==> config.mk <==
export PLATFORM = sky130hd
export DESIGN_NAME = md5_cand_gen
export DESIGN_NICKNAME = d
export VERILOG_FILES = /design/src/rtl/md5_cand_gen.sv
export SDC_FILE = /design/constraint.sdc
export NUM_CORES = 1
export LEC_CHECK = 0
export CAP_MARGIN = 20
export CORE_UTILIZATION = 45
export CTS_CLUSTER_DIAMETER = 100
export DETAILED_ROUTE_END_ITERATION = 8
export PLACE_DENSITY = 0.71
export SLEW_MARGIN = 20
export SYNTH_ARGS = -nofsm -noshare
export SYNTH_HDL_FRONTEND = slang
export SYNTH_SLANG_ARGS = --single-unit
==> constraint.sdc <==
create_clock -name clk -period 21.1 [get_ports clk]
set_input_delay 5.275 -clock clk [delete_from_list [all_inputs] [get_ports clk]]
set_output_delay 5.275 -clock clk [all_outputs]
set_load 0.05 [all_outputs]
==> src/rtl/md5_cand_gen.sv <==
// BCD password candidate generator: walks [start_bcd, end_bcd] by a decimal stride and
// emits each value as ASCII digits on a valid/ready interface for the md5 core.
module md5_cand_gen #(
    parameter int unsigned NUM_DIGITS = 8
) (
    input  logic                    clk,
    input  logic                    reset,
    input  logic                    start,
    input  logic [NUM_DIGITS*4-1:0] start_bcd,
    input  logic [NUM_DIGITS*4-1:0] end_bcd,
    input  logic [3:0]              stride,
    input  logic                    stop,
    output logic                    cand_valid,
    input  logic                    cand_ready,
    output logic [NUM_DIGITS*8-1:0] cand_att,
    output logic                    busy,
    output logic                    done,
    output logic                    err,
    output logic [31:0]             count
);

    localparam int unsigned BcdW = NUM_DIGITS * 4;
    localparam int unsigned AscW = NUM_DIGITS * 8;

    typedef enum logic [1:0] {StIdle, StRun, StDone} state_e;

    state_e          state_q, state_d;
    logic [BcdW-1:0] cur_q, cur_d;
    logic [BcdW-1:0] end_q, end_d;
    logic [3:0]      stride_q, stride_d;
    logic [31:0]     count_q, count_d;
    logic            err_q, err_d;
    logic [AscW-1:0] att_q, att_d;

    logic [BcdW-1:0] sum_bcd;
    logic            sum_carry;
    logic            xfer;

    function automatic logic has_bad_digit(input logic [BcdW-1:0] v);
        logic bad;
        bad = 1'b0;
        for (int i = 0; i < int'(NUM_DIGITS); i++) begin
            if (v[i*4 +: 4] > 4'd9) bad = 1'b1;
        end
        return bad;
    endfunction

    function automatic logic [AscW-1:0] to_ascii(input logic [BcdW-1:0] v);
        logic [AscW-1:0] a;
        a = '0;
        for (int i = 0; i < int'(NUM_DIGITS); i++) begin
            a[i*8 +: 8] = {4'h3, v[i*4 +: 4]};
        end
        return a;
    endfunction

    // Ripple BCD add of the stride into the least significant digit; the final carry
    // marks overflow past the all-nines value.
    always_comb begin
        logic [4:0] dsum;
        logic       c;
        dsum    = '0;
        c       = 1'b0;
        sum_bcd = '0;
        for (int i = 0; i < int'(NUM_DIGITS); i++) begin
            dsum = 5'(cur_q[i*4 +: 4]) + 5'(c);
            if (i == 0) dsum = dsum + 5'(stride_q);
            if (dsum >= 5'd10) begin
                dsum = dsum - 5'd10;
                c    = 1'b1;
            end else begin
                c = 1'b0;
            end
            sum_bcd[i*4 +: 4] = dsum[3:0];
        end
        sum_carry = c;
    end

    assign xfer = (state_q == StRun) && cand_ready;

    always_comb begin
        state_d  = state_q;
        cur_d    = cur_q;
        end_d    = end_q;
        stride_d = stride_q;
        count_d  = count_q;
        err_d    = err_q;
        att_d    = att_q;
        unique case (state_q)
            StIdle, StDone: begin
                if (start) begin
                    cur_d    = start_bcd;
                    end_d    = end_bcd;
                    stride_d = (stride == 4'd0) ? 4'd1 : stride;
                    count_d  = '0;
                    err_d    = has_bad_digit(start_bcd) || has_bad_digit(end_bcd);
                    if (err_d) begin
                        state_d = StDone;
                    end else begin
                        state_d = StRun;
                        att_d   = to_ascii(start_bcd);
                    end
                end
            end
            StRun: begin
                if (xfer) begin
                    if (count_q != 32'hFFFF_FFFF) count_d = count_q + 32'd1;
                    if (stop || (cur_q >= end_q) || sum_carry) begin
                        state_d = StDone;
                    end else begin
                        cur_d = sum_bcd;
                        att_d = to_ascii(sum_bcd);
                    end
                end else if (stop) begin
                    state_d = StDone;
                end
            end
            default: state_d = StIdle;
        endcase
    end

    always_ff @(posedge clk) begin
        if (reset) begin
            state_q  <= StIdle;
            cur_q    <= '0;
            end_q    <= '0;
            stride_q <= 4'd1;
            count_q  <= '0;
            err_q    <= 1'b0;
            att_q    <= '0;
        end else begin
            state_q  <= state_d;
            cur_q    <= cur_d;
            end_q    <= end_d;
            stride_q <= stride_d;
            count_q  <= count_d;
            err_q    <= err_d;
            att_q    <= att_d;
        end
    end

    assign cand_valid = (state_q == StRun);
    assign busy       = (state_q == StRun);
    assign done       = (state_q == StDone);
    assign cand_att   = att_q;
    assign err        = err_q;
    assign count      = count_q;

endmodule

# == Word-level counts from Yosys, hierarchy flattened ==
# Cells that the tools add are included.
# word_totals
ff_bits,167
in_bits,73
# op_classes
add_sub_neg,17
n_lt_le_gt_ge,25
n_eq_ne,10
n_mux,56
reduce_logical,13
# op_table
cell,count
2-to-1 mux 64 bit,4
2-to-1 mux 32 bit,6
one-hot mux 32 bit (2 select lines),2
one-hot mux 64 bit (2 select lines),1
> comparator 4 bit (second input constant),16
greater-or-equal comparator 5 x 4 -> 1 bit (second input constant),8
2-to-1 mux 4 bit,9
adder 4 x 1 -> 5 bit,7
adder 32 x 1 -> 32 bit (second input constant),1
greater-or-equal comparator 32 bit,1
!= test 32 bit (second input constant),1
subtractor 4 bit (second input constant),8
2-to-1 mux 1 bit,28
2-to-1 mux 2 bit,5
AND reduction 4 bit,2
!= test 2 bit (second input constant),3
!= test 3 x 2 -> 1 bit (second input constant),2
adder 4 x 4 -> 5 bit,1
AND reduction 5 bit,1
zero test 4 bit,1
!= test 2 x 1 -> 1 bit (second input constant),2
one-hot mux 2 bit (2 select lines),1
logical OR 1 bit,3
AND reduction 3 bit,1
other kinds (7),7

# == Depth between registers and ports, before layout ==
# depth
ltp_word,28
mapped_depth,72
mapped_depth_nobuf,71

# == Least setup slack after synthesis ==
# OpenSTA, ideal clock, no wires.
# synth_timing
path_type,reg-to-reg
startpoint,register cur_q[0]
endpoint,"register att_q[49], in the netlist cand_att[49]"
setup_ps,123
arrival_ps,13447
path_slack_ps,7530
stages_incl_launch_ff,72
path_buffers,2
period_less_slack_ps,13570
path_cell_list,dfxtp_1 ha_1 fa_1 xnor2_1 ha_1 inv_1 a31oi_1 o21ai_0 a21oi_1 inv_1 ha_1 ha_1 xnor2_1 ha_1 inv_1 a31o_2 a22o_1 a32oi_1 (+36 left out) ha_1 xnor2_1 ha_1 inv_1 a31o_2 a22o_1 a32o_1 ha_1 ha_1 clkbuf_1 xnor2_1 ha_1 a311o_1 o211ai_1 a211oi_1 nand2_1 buf_2 mux2_1
# synth_via
elab_chain_cells,27
# synth_lines
item,line,rtl
start: declaration,28,"logic [BcdW-1:0] cur_q, cur_d;"
start signal: assignment,133,cur_q <= cur_d;
adder 4 x 4 -> 5 bit,67,if (i == 0) dsum = dsum + 5'(stride_q);
greater-or-equal comparator 5 x 4 -> 1 bit,68,if (dsum >= 5'd10) begin
2-to-1 mux 1 bit,68,
adder 4 x 1 -> 5 bit,66,dsum = 5'(cur_q[i*4 +: 4]) + 5'(c);
greater-or-equal comparator 5 x 4 -> 1 bit,68,
2-to-1 mux 1 bit,68,
adder 4 x 1 -> 5 bit,66,
greater-or-equal comparator 5 x 4 -> 1 bit,68,
(+11 left out),n/a,
greater-or-equal comparator 5 x 4 -> 1 bit,68,
2-to-1 mux 1 bit,68,
adder 4 x 1 -> 5 bit,66,
greater-or-equal comparator 5 x 4 -> 1 bit,68,
2-to-1 mux 1 bit,68,
logical OR 1 bit,108,if (stop || (cur_q >= end_q) || sum_carry) begin
!= test 2 bit (no source line),n/a,
AND reduction 5 bit (no source line),n/a,
end signal: assignment,138,att_q <= att_d;
end: declaration,33,"logic [AscW-1:0] att_q, att_d;"
# Several ways; a longest one is shown, not always the timed one. The select of a mux whose other input is x is not followed.
# A chain may end at the register's enable or synchronous reset.

# == Final worst setup path ==
# layout_timing
startpoint,register cur_q[0]
endpoint,"register att_q[27], in the netlist cand_att[27]"
# The elaborated chain is that of the path after synthesis.

==> flow_metrics.env <==
export IMPL_achievable_frequency_ghz=0.0644
export IMPL_stdcell_count=1387
export IMPL_power_leakage_nw=4.06
export IMPL_path_class="flip-flop to flip-flop"
export IMPL_areaGrowthSynthToFinish_pct=25.6
export IMPL_routed_wirelength_mm=22.8
export IMPL_power_internal_uw=495
export IMPL_synth_warning_count=0
export IMPL_asyncSetResetFlopFracSynth=0
export IMPL_num_io_pins=173
export IMPL_p_sw_frac=0.269
export IMPL_design_core_area_sq_um=18000
export IMPL_wl_per_cell_um=16.5
export IMPL_ff2ff_setup_slack_ps=5560
export IMPL_synthCells=1033
export IMPL_final_seq_area_sq_um=2720
export IMPL_post_dp_hpwl_mm=16.3
export IMPL_gp_congestion=0.911
export IMPL_slowest_stage="sky130_fd_sc_hd__fa_1"
export IMPL_ir_drop_mv=0.0610
export IMPL_synth_avg_cell_area_sq_um=7.98
export IMPL_rsz_0062_raised_after_global_routing="no"
export IMPL_start_util=0.459
export IMPL_run_status="completed"
export IMPL_min_tclk_post_route_ps=15540
export IMPL_detailedRoute_firstPassIterationCount=6
export IMPL_synth_seq_area_share=0.330
export IMPL_critical_path_max_fanout=23
export IMPL_hold_depth=2
export IMPL_power_uw=677
export IMPL_fin_nets=1280
export IMPL_power_density_nw_per_um2=65.4
export IMPL_switching_power_uw=183
export IMPL_final_cell_mix="sky130_fd_sc_hd__nand2_1 (163), sky130_fd_sc_hd__clkdlybuf4s50_1 (155), sky130_fd_sc_hd__dfxtp_1 (136)"
export IMPL_post_synth_edffs=0
export IMPL_grt_pass1_wl_mm=35.2
export IMPL_clkPwrFrac=0.446
export IMPL_endpoint_kind="flip-flop"
export IMPL_grt_total_usage=0.242
export IMPL_finalClockSkew_ps=7.17
export IMPL_whs_ps=454
export IMPL_synth_top_cell_area_share=0.330
export IMPL_hold_path_endpoint="end_q[6]"
export IMPL_max_stage_delay_ps=410
export IMPL_worst_reg_to_reg_path_cell_count=71
export IMPL_fill_cells=1659
export IMPL_final_common_cell="sky130_fd_sc_hd__nand2_1"
export IMPL_most_used_cell_along_the_critical_path="sky130_fd_sc_hd__ha_1"
export IMPL_die_height_um=137
export IMPL_detail_route_vias_per_cell=5.58
export IMPL_drv_cap=0
export IMPL_hold_class="flip-flop to flip-flop"
export IMPL_synth_lib_cells_used_distinct=63
export IMPL_antenna_found_initial=0
export IMPL_timing_critical_path_from_type="flip-flop"
export IMPL_routed_via_count=7734
export IMPL_fraction_of_layout_cells_with_a_size_suffix_above_1=0.0639
export IMPL_start_point_of_the_worst_min_delay_path="end_q[6]"
export IMPL_holdBufCountCts=0
export IMPL_antenna_cells=0
export IMPL_power_frac_comb=0.149
export IMPL_post_synth_main_area_contributors="sky130_fd_sc_hd__dfxtp_1 (33%), sky130_fd_sc_hd__ha_1 (9.0%), sky130_fd_sc_hd__nand2_1 (7.4%)"
export IMPL_std_cell_rows=49
export IMPL_syn_area_sq_um=8240
export IMPL_clock_latency_ps=430
export IMPL_footprint_of_the_multi_input_gates_sq_um=4890
export IMPL_worst_slew_pin_transition_ps=1060
export IMPL_postCtsResizedCells=0
export IMPL_max_slew_margin_rel=0.289
export IMPL_worst_ep_required_time_ps=21410
export IMPL_grt_pass1_vias=6984
export IMPL_cts_htree_levels=4
export IMPL_final_routed_drc_violation_total=0
export IMPL_numPortBuffers=156
export IMPL_detail_route_antenna_nets=0
export IMPL_floorplan_die_area_sq_um=18900
export IMPL_cts_reportedPaths_clkPinSlew_ps=60
export IMPL_netlist_top_cell_by_area="sky130_fd_sc_hd__dfxtp_1"
export IMPL_finalSetupViolCount=0
export IMPL_cts_repair_timing_setup_buffer_count=0
export IMPL_placedCellCount=1357
export IMPL_cts_buffer_depth=2
export IMPL_drt_first_iter_violations=600
export IMPL_dominantRegCellSynth="sky130_fd_sc_hd__dfxtp_1"
export IMPL_tritoncts="yes"
export IMPL_end_of_flow_core_utilization=0.576
export IMPL_timing_hold_violations_final=0
export IMPL_cp_arrival_ps=15850
export IMPL_numClockSinks=136
export IMPL_grt_overflow_total=0
export IMPL_worst_r2r_startpoint="cur_q[0]"
export IMPL_fin_setup_tns_ps=0
export IMPL_die_x_um=137
export IMPL_final_max_slew_violation_count=0
export IMPL_power_frac_seq=0.405
export IMPL_cts_made_buffers=17
export IMPL_reg2reg_to="cand_att[27]"
export IMPL_cts_root_buffer="sky130_fd_sc_hd__clkbuf_16"
export IMPL_final_min_period_over_clock_period=0.736
export IMPL_grt_start_max_net_pins=78
export IMPL_ys_ff_latch=136
power groups by stage:
stage	Combinational [mW]	Clock [mW]	Sequential (mW)
after floorplan	0.0689	0	0.277
after global placement	0.0977	0	0.279
after detailed placement	0.100	0	0.280
after CTS	0.100	0.305	0.274
after global routing	0.112	0.315	0.275
final	0.101	0.302	0.274
state kept, by name (all words and copies together) (netlist names):
register and flops:
cur_q 32, state_q 2, stride_q 4, count 32, cand_att 33, err 1
end_q 32
worst max path at each step:
| stage | startpoint | end | slack, ps | cells past startpoint |
|---|---|---|---|---|
| finish | cur_q[0] | cand_att[27] | 5560 | 71 |
| global route | cur_q[0] | cur_q[28] | 4310 | 69 |
| CTS | cur_q[0] | cand_att[27] | 5680 | 71 |
| detailed placement | cur_q[0] | cand_att[27] | 5730 | 71 |
| global placement | cur_q[0] | cand_att[57] | 6520 | 71 |
| floorplan | cur_q[0] | cand_att[49] | 7530 | 71 |
kinds of logic (layout without fill, tap and decap cells):
logic type / count (synthesis) / after routing / share of synthesized area
AOI/OAI and AO/OA: 240 / 240 / 0.183
muxes: 38 / 38 / 0.0481
and+or+nand+nor: 368 / 368 / 0.216
adders and majority gates: 60 / 60 / 0.0920
DFF: 136 / 136 / 0.330
xor gates and xnor gates: 42 / 42 / 0.0446
other: 1 / 16 / 0.000455
buffers and inverters: 148 / 258 / 0.0854
synth_stat cells (all sizes together) (2+ instances only):
library cell  instances
buf                  46
nor2b                27
xor2                  7
nor3                 22
and3                  5
o21a                  3
a31o                  5
clkbuf               39
o211ai               21
o221ai                2
and4                  9
nand2b                5
a31oi                 4
nand3                29
a21o                  6
nor4b                 2
nand4                17
a311oi                6
nand2               163
o21ai                59
dfxtp               136
a21oi                84
a211oi               18
xnor2                35
or3                   7
nor3b                 5
a32oi                 5
mux2                 13
nor4                 14
a311o                 2
mux2i                25
nor2                 59
ha                   59
a22o                  5
clkinv                2
o31ai                 5
o211a                 8
inv                  61
critical path: cells and delay by family (launching register included):
| kind | cells | cell delay, ps |
|---|---|---|
| multiplexers | 1 | 390 |
| AO/OA/AOI/OAI | 24 | 5310 |
| XOR/XNOR | 8 | 1750 |
| flip-flops | 1 | 330 |
| AND/OR/NAND/NOR | 1 | 80 |
| buffers and inverters | 13 | 1380 |
| adder cells (fa/ha/maj) | 24 | 6130 |
metal layers:
layer	part of all wire	wire length [um]	global-route usage	vias up
li1	-	-	-	3804
met1	0.45	10200	0.312	3626
met2	0.47	10800	0.393	258
met3	0.050	1140	0.0430	46
met4	0.030	682	0.112	0
met5	0	0	0	-
per-stage QoR:
step,cell area (sq um),setup WS (ps)
final,10400,5560
after global placement,9760,6520
after floorplan,8300,7530
after detailed placement,9760,5730
after global routing,10400,4310
after CTS,10400,5680
area by class of cell:
class,count,share of cell area
Inverter,63,0.0228
Sequential cell,136,0.263
Clock inverter,7,0.00894
Multi-Input combinational cell,764,0.473
Clock buffer,23,0.0481
Timing Repair Buffer,165,0.157
Tap cell,229,0.0277
Note: power is estimated with default switching activity, not from simulation.
